**src/rtl/pipe_exec_pkg.sv**
```systemverilog
// pipe_exec_pkg: state encodings and constants shared by the execution controller and debug snapshot decoding.
package pipe_exec_pkg;
  localparam int PIPE_DEPTH_DEF = 5;
  localparam int STATE_W = 3;
  typedef enum logic [STATE_W-1:0] {
    IDLE      = 3'd0,
    RUN       = 3'd1,
    STEP_EN   = 3'd2,
    STEP_WAIT = 3'd3,
    DRAIN     = 3'd4,
    STOPPED   = 3'd5
  } state_t;
endpackage

```
**src/rtl/pipe_exec_ctrl_sat_counter.sv**
```systemverilog
// sat_counter: up-counter with synchronous clear that holds at all-ones instead of wrapping.
module sat_counter #(
  parameter int W = 32
) (
  input  logic         clk,
  input  logic         rst,
  input  logic         clr,
  input  logic         en,
  output logic [W-1:0] q
);
  always_ff @(posedge clk)
    if (rst || clr) q <= '0;
    else if (en && q != '1) q <= q + W'(1);
endmodule

```
**src/rtl/pipe_exec_ctrl.sv**
```systemverilog
// pipe_exec_ctrl: turns debug run/step requests into the pipeline enable and drains the pipe on HALT.
// Optional run-mode watchdog is built when PIPE_EXEC_WDOG_EN is defined.
module pipe_exec_ctrl
  import pipe_exec_pkg::*;
#(
  parameter int PIPE_DEPTH  = PIPE_DEPTH_DEF,
  parameter int CNT_W       = 32,
  parameter int WDOG_CYCLES = 100000
) (
  input  logic               clk,
  input  logic               rst,
  input  logic               i_run,
  input  logic               i_step,
  input  logic               i_load_busy,
  input  logic               i_halt_fetched,
  input  logic               i_clear,
  output logic               o_pipe_en,
  output logic               o_stop,
  output logic [CNT_W-1:0]   o_cycle_cnt,
  output logic [STATE_W-1:0] o_state,
  output logic               o_timeout
);
  localparam int DW = $clog2(PIPE_DEPTH + 1);
  state_t state, state_n;
  logic en, en_n, run_flag, run_flag_n, stop, clr_cnt, wd_hit;
  logic [DW-1:0] dcnt, dcnt_n, remain;
  always_comb begin
    state_n    = state;
    en_n       = 1'b0;
    run_flag_n = run_flag;
    dcnt_n     = dcnt;
    clr_cnt    = 1'b0;
    remain     = (en && dcnt != '0) ? dcnt - DW'(1) : dcnt;
    case (state)
      IDLE, STEP_WAIT:
        if (!i_load_busy && i_run) begin
          state_n    = RUN;
          en_n       = 1'b1;
          run_flag_n = 1'b1;
        end else if (!i_load_busy && i_step) begin
          state_n    = STEP_EN;
          en_n       = 1'b1;
          run_flag_n = 1'b0;
        end
      RUN: en_n = !i_load_busy;
      STEP_EN:
        if (en) state_n = STEP_WAIT;
        else en_n = !i_load_busy;
      DRAIN: begin
        dcnt_n  = remain;
        state_n = (remain == '0) ? STOPPED : DRAIN;
        en_n    = remain != '0 && !i_load_busy && (run_flag || i_step);
      end
      STOPPED:
        if (i_clear) begin
          state_n    = IDLE;
          clr_cnt    = 1'b1;
          run_flag_n = 1'b0;
        end
      default: state_n = IDLE;
    endcase
    // HALT seen while enabled starts the drain; instructions behind it are don't-care
    if (en && i_halt_fetched && state != DRAIN) begin
      dcnt_n  = DW'(PIPE_DEPTH - 1);
      state_n = (PIPE_DEPTH == 1) ? STOPPED : DRAIN;
      en_n    = PIPE_DEPTH > 1 && run_flag && !i_load_busy;
    end
    if (wd_hit) begin
      state_n = STOPPED;
      en_n    = 1'b0;
    end
  end
  always_ff @(posedge clk)
    if (rst) begin
      state    <= IDLE;
      en       <= 1'b0;
      run_flag <= 1'b0;
      dcnt     <= '0;
      stop     <= 1'b0;
    end else begin
      state    <= state_n;
      en       <= en_n;
      run_flag <= run_flag_n;
      dcnt     <= dcnt_n;
      stop     <= state_n == STOPPED;
    end
  sat_counter #(.W(CNT_W)) u_cycle_cnt (
    .clk(clk), .rst(rst), .clr(clr_cnt), .en(en), .q(o_cycle_cnt)
  );
`ifdef PIPE_EXEC_WDOG_EN
  localparam int WW = $clog2(WDOG_CYCLES + 1);
  logic [WW-1:0] wcnt;
  logic timeout;
  sat_counter #(.W(WW)) u_wdog_cnt (
    .clk(clk), .rst(rst), .clr(state_n == RUN && state != RUN),
    .en(en && run_flag), .q(wcnt)
  );
  assign wd_hit = en && run_flag && wcnt == WW'(WDOG_CYCLES - 1);
  always_ff @(posedge clk)
    if (rst) timeout <= 1'b0;
    else if (wd_hit) timeout <= 1'b1;
    else if (state == STOPPED && i_clear) timeout <= 1'b0;
  assign o_timeout = timeout;
`else
  assign wd_hit    = 1'b0;
  assign o_timeout = 1'b0 && (WDOG_CYCLES > 0);
`endif
  assign o_pipe_en = en;
  assign o_stop    = stop;
  assign o_state   = state;
endmodule

```
**config.mk**
```make
export PLATFORM = sky130hd
export DESIGN_NAME = pipe_exec_ctrl
export DESIGN_NICKNAME = d
export VERILOG_FILES = /design/src/rtl/pipe_exec_pkg.sv /design/src/rtl/pipe_exec_ctrl_sat_counter.sv /design/src/rtl/pipe_exec_ctrl.sv
export SDC_FILE = /design/constraint.sdc
export NUM_CORES = 1
export LEC_CHECK = 0
export ABC_AREA = 1
export ABC_CLOCK_PERIOD_IN_PS = 2500
export CORE_UTILIZATION = 54
export CTS_CLUSTER_DIAMETER = 40
export DETAILED_ROUTE_END_ITERATION = 12
export GPL_TIMING_DRIVEN = 0
export PLACE_DENSITY = 0.77
export REMOVE_ABC_BUFFERS = 1
export SYNTH_ARGS = -nofsm -noshare
export SYNTH_HDL_FRONTEND = slang
export SYNTH_SLANG_ARGS = --single-unit
```
**constraint.sdc**
```tcl
create_clock -name clk -period 2.5 [get_ports clk]
set_clock_uncertainty 0.15 [all_clocks]
set_input_delay 0.75 -clock clk [delete_from_list [all_inputs] [get_ports clk]]
set_output_delay 0.75 -clock clk [all_outputs]
set_load 0.02 [all_outputs]
```
==> results of run 1 <==
[where the power goes]
part           internal (mW)  switching, mW  leakage [nW]
Sequential             0.703         0.0738         0.332
Clock                  0.326          0.239        0.0585
Combinational          0.180          0.349         0.873
[per-stage QoR]
stage	cell area (sq um)	worst slack (ns)
after floorplan	2699	0.1688
after global placement	3213	-0.8060
after detailed placement	3213	-0.8259
after CTS	3338	0.02847
after global routing	3341	0.06540
final	3341	0.1639
[worst min-delay path, stage by stage, from the launching register on]
cell and delay (ns):
dfxtp_1 0.32, nor2_1 0.10, a211oi_1 0.05
[sequential cells by signal (all words and copies together), names as in the netlist]
register	flops
dcnt	3
o_stop	1
run_flag	1
o_state	3
u_cycle_cnt.q	32
o_pipe_en	1
[logic make-up (layout without fill, tap and decap cells)]
family                     Yosys count  after routing  share of synthesized area
adders and majority gates            3              3                    0.01342
and+or+nand+nor                    270            270                     0.4376
other                                1              1                   0.001341
AOI/OAI and AO/OA                   41             41                     0.1038
DFF                                 41             41                     0.2935
xor gates and xnor gates            15             15                    0.04698
buffers and inverters               61            102                     0.1034
[routing by layer]
layer  wire length (microns)  vias to the layer above  GRT usage
met5                       0                        -          0
met2                    3018                       57     0.4283
li1                        -                     1421          -
met4                      92                        0    0.08761
met1                    3098                     1255     0.3269
met3                     226                        8    0.05420
[layout by cell type, fill, tap and decap left out]
cell type	count
nand2_4	3
o21bai_1	1
nand2_8	2
xor2_1	9
a211oi_1	2
dfxtp_4	1
a21oi_1	9
nor3_2	1
nand2_2	20
nor2_1	75
nand4_1	5
conb_1	1
inv_2	1
bufinv_16	1
o21ai_0	8
dfxtp_1	40
nor2_2	2
nor2_4	2
nor3b_1	1
o211ai_1	1
xnor2_1	6
nor3_1	8
nor2_8	2
nand3_1	22
ha_1	3
a21oi_2	20
clkbuf_8	6
inv_1	50
clkbuf_1	1
clkdlybuf4s50_1	43
nand2_1	127
[timing repair]
item,in CTS,in global routing
resized for setup,3,1
endpoints found under the hold margin,0,0
setup endpoints to repair,12,1
[worst min-delay path by stage]
stage,start,endpoint,slack (ns),depth (start not counted)
2_1_floorplan,dcnt[1]$_SDFFE_PP0P_,dcnt[1]$_SDFFE_PP0P_,0.33,2
3_3_place_gp,dcnt[1]$_SDFFE_PP0P_,dcnt[1]$_SDFFE_PP0P_,0.34,2
3_5_place_dp,dcnt[1]$_SDFFE_PP0P_,dcnt[1]$_SDFFE_PP0P_,0.36,2
4_1_cts,dcnt[1]$_SDFFE_PP0P_,dcnt[1]$_SDFFE_PP0P_,0.37,2
5_1_grt,dcnt[1]$_SDFFE_PP0P_,dcnt[1]$_SDFFE_PP0P_,0.40,2
6_report,dcnt[1]$_SDFFE_PP0P_,dcnt[1]$_SDFFE_PP0P_,0.36,2
[layout make-up]
class,count,area share
Clock inverter,1,0.008989
Timing Repair Buffer,43,0.1288
Clock buffer,7,0.02584
Tap cell,67,0.02509
Multi-Input combinational cell,330,0.5071
Inverter,51,0.05730
Sequential cell,41,0.2468
==> reports/qor.yml, run 1 <==
hold_buffers: 0
cts_buffer_depth: 2
io_pins: 45
fin_hold_ws_ns: 0.3621
drc_errors: 0
fin_crit_sh: 0.9344
fin_crit_ns: 2.336
worst-setup-path-type: "reg -> out"
row_count: 25
cts_root_buffer: "clkbuf_8"
wl_per_cell_microns: 11.92
start_kind: "register"
rrSetupSlack_ns: 0.20
cts_post_setup_buffers_inserted: 0
postSynthCellCount: 432
regToRegEndpoint: "u_cycle_cnt.q[16]$_SDFFE_PP0P_"
max_stage_delay_ns: 0.65
status: "complete, no violations"
rsz0062_at_grt: "false"
hold_violations: 0
ys_async_sr_fraction: 0
setup_viol: 0
htreeDepth: 2
cts-buffers-inserted: 5
yosys.area.top_type_share: 0.2935
grt_pass1_vias: 2426
fill_cells: 475
synthTopCellsByCount: "128 x nand2_1, 75 x nor2_1, 50 x inv_1"
crit_path_end_kind: "output pin"
yosys_most_used_dff: "dfxtp_1"
multiInputGateArea_sq_mm: 0.001694
dr.pass1.iters: 4
max_freq_ghz: 0.4281
ys_warn_count: 0
gp_congestion: 0.8614
yosys.cell_types.count: 32
synth-edff-count: 0
cpLargestDelayFamily: "buffers and inverters"
grt_pass1_wl_microns: 10750
antenna_found_initial: 0
grt_max_degree: 28
drt-total-wl_microns: 6435
cts.sinks: 41
antenna_left: 0
arrival_ns: 1.44
port_buffers: 43
regArea_sq_um: 824.5
cp_num_buf_inv: 1
fin_cells: 540
hpwlAfterDp_microns: 4752
grt_usage: 0.2561
tightest_slew_ns: 0.5630
yosysMostFrequentCell: "nand2_1"
num_antenna_cells: 0
syn-cell-area_sq_mm: 0.002796
dr.first_iter.drc_count: 176
cts.clk_slew.worst_paths_ns: 0.08
clkLatencyLatePin_ns: 0.30
fin_nets: 482
powerDensity_mw_per_mm2: 560.0
critical_path.endpoint: "o_pipe_en"
die_x_microns: 73.96
synthTopCellsByArea: "dfxtp_1 29%, nand2_1 17%, nor2_1 10%"
peakVddDrop_v: 0.0004918
reg2reg_depth: 10
relSlewSlack: 0.6226
dieHeight_microns: 73.96
via_per_inst: 5.076
overflow: 0
post-route-util: 0.6890
layout-drive-gt1-share: 0.1290
drv_slew: 0
ys_seq_elements: 41
die_area_sq_mm: 0.005470
cp.depth: 1
rr_startpoint: "u_cycle_cnt.q[0]$_SDFFE_PP0P_"
area_growth_pct: 19.46
timing.setup.tns_ns: 0
dp.cells: 532
worstPathRequired_ns: 1.60
yosys.area.top_type: "dfxtp_1"
core_sq_mm: 0.004848
crit_fanout: 18
maxCapViolCount: 0
holdCritPathClass: "reg -> reg"
synth-seq-area-share: 0.2935
slowest_stage: "clkdlybuf4s50_1"
syn-mean-instance-area_sq_um: 6.473
tritoncts: "done"
start_util: 0.5768
crit_path_cell_trace: "clkdlybuf4s50_1"
power_mw: 1.871
route.vias.total: 2741
crit_start: "o_pipe_en$_SDFF_PP0_"
leakagePower_nw: 1.264
(Power assumes the default switching activity.)
==> run 2: changes to the inputs <==
--- a/config.mk
+++ b/config.mk
@@ -7,11 +7,12 @@
 export LEC_CHECK = 0
 export ABC_AREA = 1
 export ABC_CLOCK_PERIOD_IN_PS = 2500
-export CORE_UTILIZATION = 54
+export CORE_UTILIZATION = 55
+export CTS_BUF_LIST = sky130_fd_sc_hd__clkbuf_8
 export CTS_CLUSTER_DIAMETER = 40
 export DETAILED_ROUTE_END_ITERATION = 12
 export GPL_TIMING_DRIVEN = 0
-export PLACE_DENSITY = 0.77
+export PLACE_DENSITY = 0.82
 export REMOVE_ABC_BUFFERS = 1
 export SYNTH_ARGS = -nofsm -noshare
 export SYNTH_HDL_FRONTEND = slang
==> run 2 against run 1 <==
  * Via count fell by 1.4%
  * Global-route usage shrank 1.2 points
  * Cell area decreased by 0.90%
  * Sequential share of layout area grew 0.22 points
  * Count of clock-buffer cells in the layout fell by 1
  * Die area down 1.8%
  * Clock power down 23%
  * Flip-flop and latch count stayed put
  * Power down 7.3%
  * Register-to-register slack improved by 0.03 ns
  * Non-clock buffer count did not move
  * Critical path depth is the same
  * Critical path type unchanged
  * Largest cell class unchanged
==> reports/qor.yml, run 2 (synthesis gave the netlist of run 1 again) <==
status: "complete, no violations"
worst-setup-path-type: "reg -> out"
area_growth_pct: 18.39
core_sq_mm: 0.004817
io_pins: 45
clkLatencyLatePin_ns: 0.29
fin_nets: 482
overflow: 0
fin_cells: 539
grt_max_degree: 28
worstPathRequired_ns: 1.60
timing.setup.tns_ns: 0
rrSetupSlack_ns: 0.23
dp.cells: 532
cts_root_buffer: "clkbuf_8"
regMostFlops: "u_cycle_cnt.q"
dr.first_iter.drc_count: 144
hold_violations: 0
start_util: 0.5805
drv_slew: 0
layout-drive-gt1-share: 0.1271
leakagePower_nw: 1.254
wl_per_cell_microns: 11.58
final_area_sq_mm: 0.003311
holdCritPathClass: "reg -> reg"
cts-buffers-inserted: 5
powerDensity_mw_per_mm2: 523.6
cpLargestDelayFamily: "buffers and inverters"
dr.pass1.iters: 4
start_kind: "register"
arrival_ns: 1.45
cts.clk_slew.worst_paths_ns: 0.08
gp_congestion: 0.8913
cp_num_buf_inv: 1
die_area_sq_mm: 0.005374
grt_pass1_vias: 2411
tritoncts: "done"
port_buffers: 43
via_per_inst: 5.015
fin_crit_sh: 0.9380
num_antenna_cells: 0
grt_pass1_wl_microns: 10230
antenna_found_initial: 0
largest_reg_flops: 32
tightest_slew_ns: 0.5330
hold_buffers: 0
slowest_stage: "clkdlybuf4s50_1"
relSlewSlack: 0.6428
crit_path_end_kind: "output pin"
final_common_cell: "nand2_1"
antenna_left: 0
fill_cells: 454
route.vias.total: 2703
maxCapViolCount: 0
cts_buffer_depth: 2
power_mw: 1.733
fin_crit_ns: 2.345
max_freq_ghz: 0.4264
row_count: 25
cts.sinks: 41
dieHeight_microns: 73.31
hpwlAfterDp_microns: 4769
layout_common_cells: "127 x nand2_1, 75 x nor2_1, 51 x inv_1, 43 x clkdlybuf4s50_1, 40 x dfxtp_1"
max_stage_delay_ns: 0.67
drt-total-wl_microns: 6244
drc_errors: 0
setup_viol: 0
crit_path_cell_trace: "clkdlybuf4s50_1"
rsz0062_at_grt: "false"
grt_usage: 0.2438
crit_fanout: 6
peakVddDrop_v: 0.0004454
die_x_microns: 73.31
placed_cell_area_sq_mm: 0.003213
htreeDepth: 2
-- run 2: cell count changes in the layout (fill, tap and decap cells not counted) --
cell       previous run  this run
bufinv_16             1         0
clkbuf_1              1         0
inv_1                50        51
-- run 2: report_power, final --
group / total, mW / internal, mW / switching [mW]
sequential: 0.777 / 0.703 / 0.0743
combinational: 0.520 / 0.180 / 0.341
clock: 0.436 / 0.215 / 0.221
total: 1.73 / 1.10 / 0.636
-- run 2: metal layers --
| layer | GRT usage | share of wire |
|---|---|---|
| met1 | 0.2890 | 0.45 |
| met5 | 0 | 0 |
| met3 | 0.04252 | 0.037 |
| met4 | 0.05983 | 0.011 |
| met2 | 0.4537 | 0.50 |
-- run 2: cell type report --
cell class	instances	area [sq um]	share of cell area
multi-input combinational	330	1694	0.5117
sequential	41	824.5	0.2491
timing repair buffer	43	430.4	0.1300
inverter	51	191.4	0.05782
tap	67	83.83	0.02532
clock buffer	6	82.58	0.02494
clock inverter	1	3.754	0.001134
-- run 2: final timing paths --
| path | from | endpoint | cells after the start |
|---|---|---|---|
| worst max-delay path | u_cycle_cnt.q[22]$_SDFFE_PP0P_ | o_cycle_cnt[22] | 1 |
| worst min register to register | dcnt[1]$_SDFFE_PP0P_ | dcnt[1]$_SDFFE_PP0P_ | 2 |
| worst max register to register | u_cycle_cnt.q[0]$_SDFFE_PP0P_ | u_cycle_cnt.q[16]$_SDFFE_PP0P_ | 10 |
| worst min-delay path | dcnt[1]$_SDFFE_PP0P_ | dcnt[1]$_SDFFE_PP0P_ | 2 |
-- run 2: worst min-delay path, cell delays in order (launching register included) --
cell,delay (ns)
dfxtp_1,0.32
nor2_1,0.10
a211oi_1,0.05
-- run 2: what timing repair did --
item                       4_1_cts  5_1_grt
gates resized for setup          3        1
setup endpoints to repair       12        1
buffers inserted                 0        0
-- run 2: through the flow --
stage          hold slack, ns    util  setup WS [ns]
6_report               0.3558  0.6873         0.1549
3_3_place_gp           0.3434  0.6670        -0.6996
4_1_cts                0.3564  0.6868        0.04507
5_1_grt                0.3925  0.6873        0.05720
3_5_place_dp           0.3436  0.6670        -0.8407
2_1_floorplan          0.3258       -         0.1688
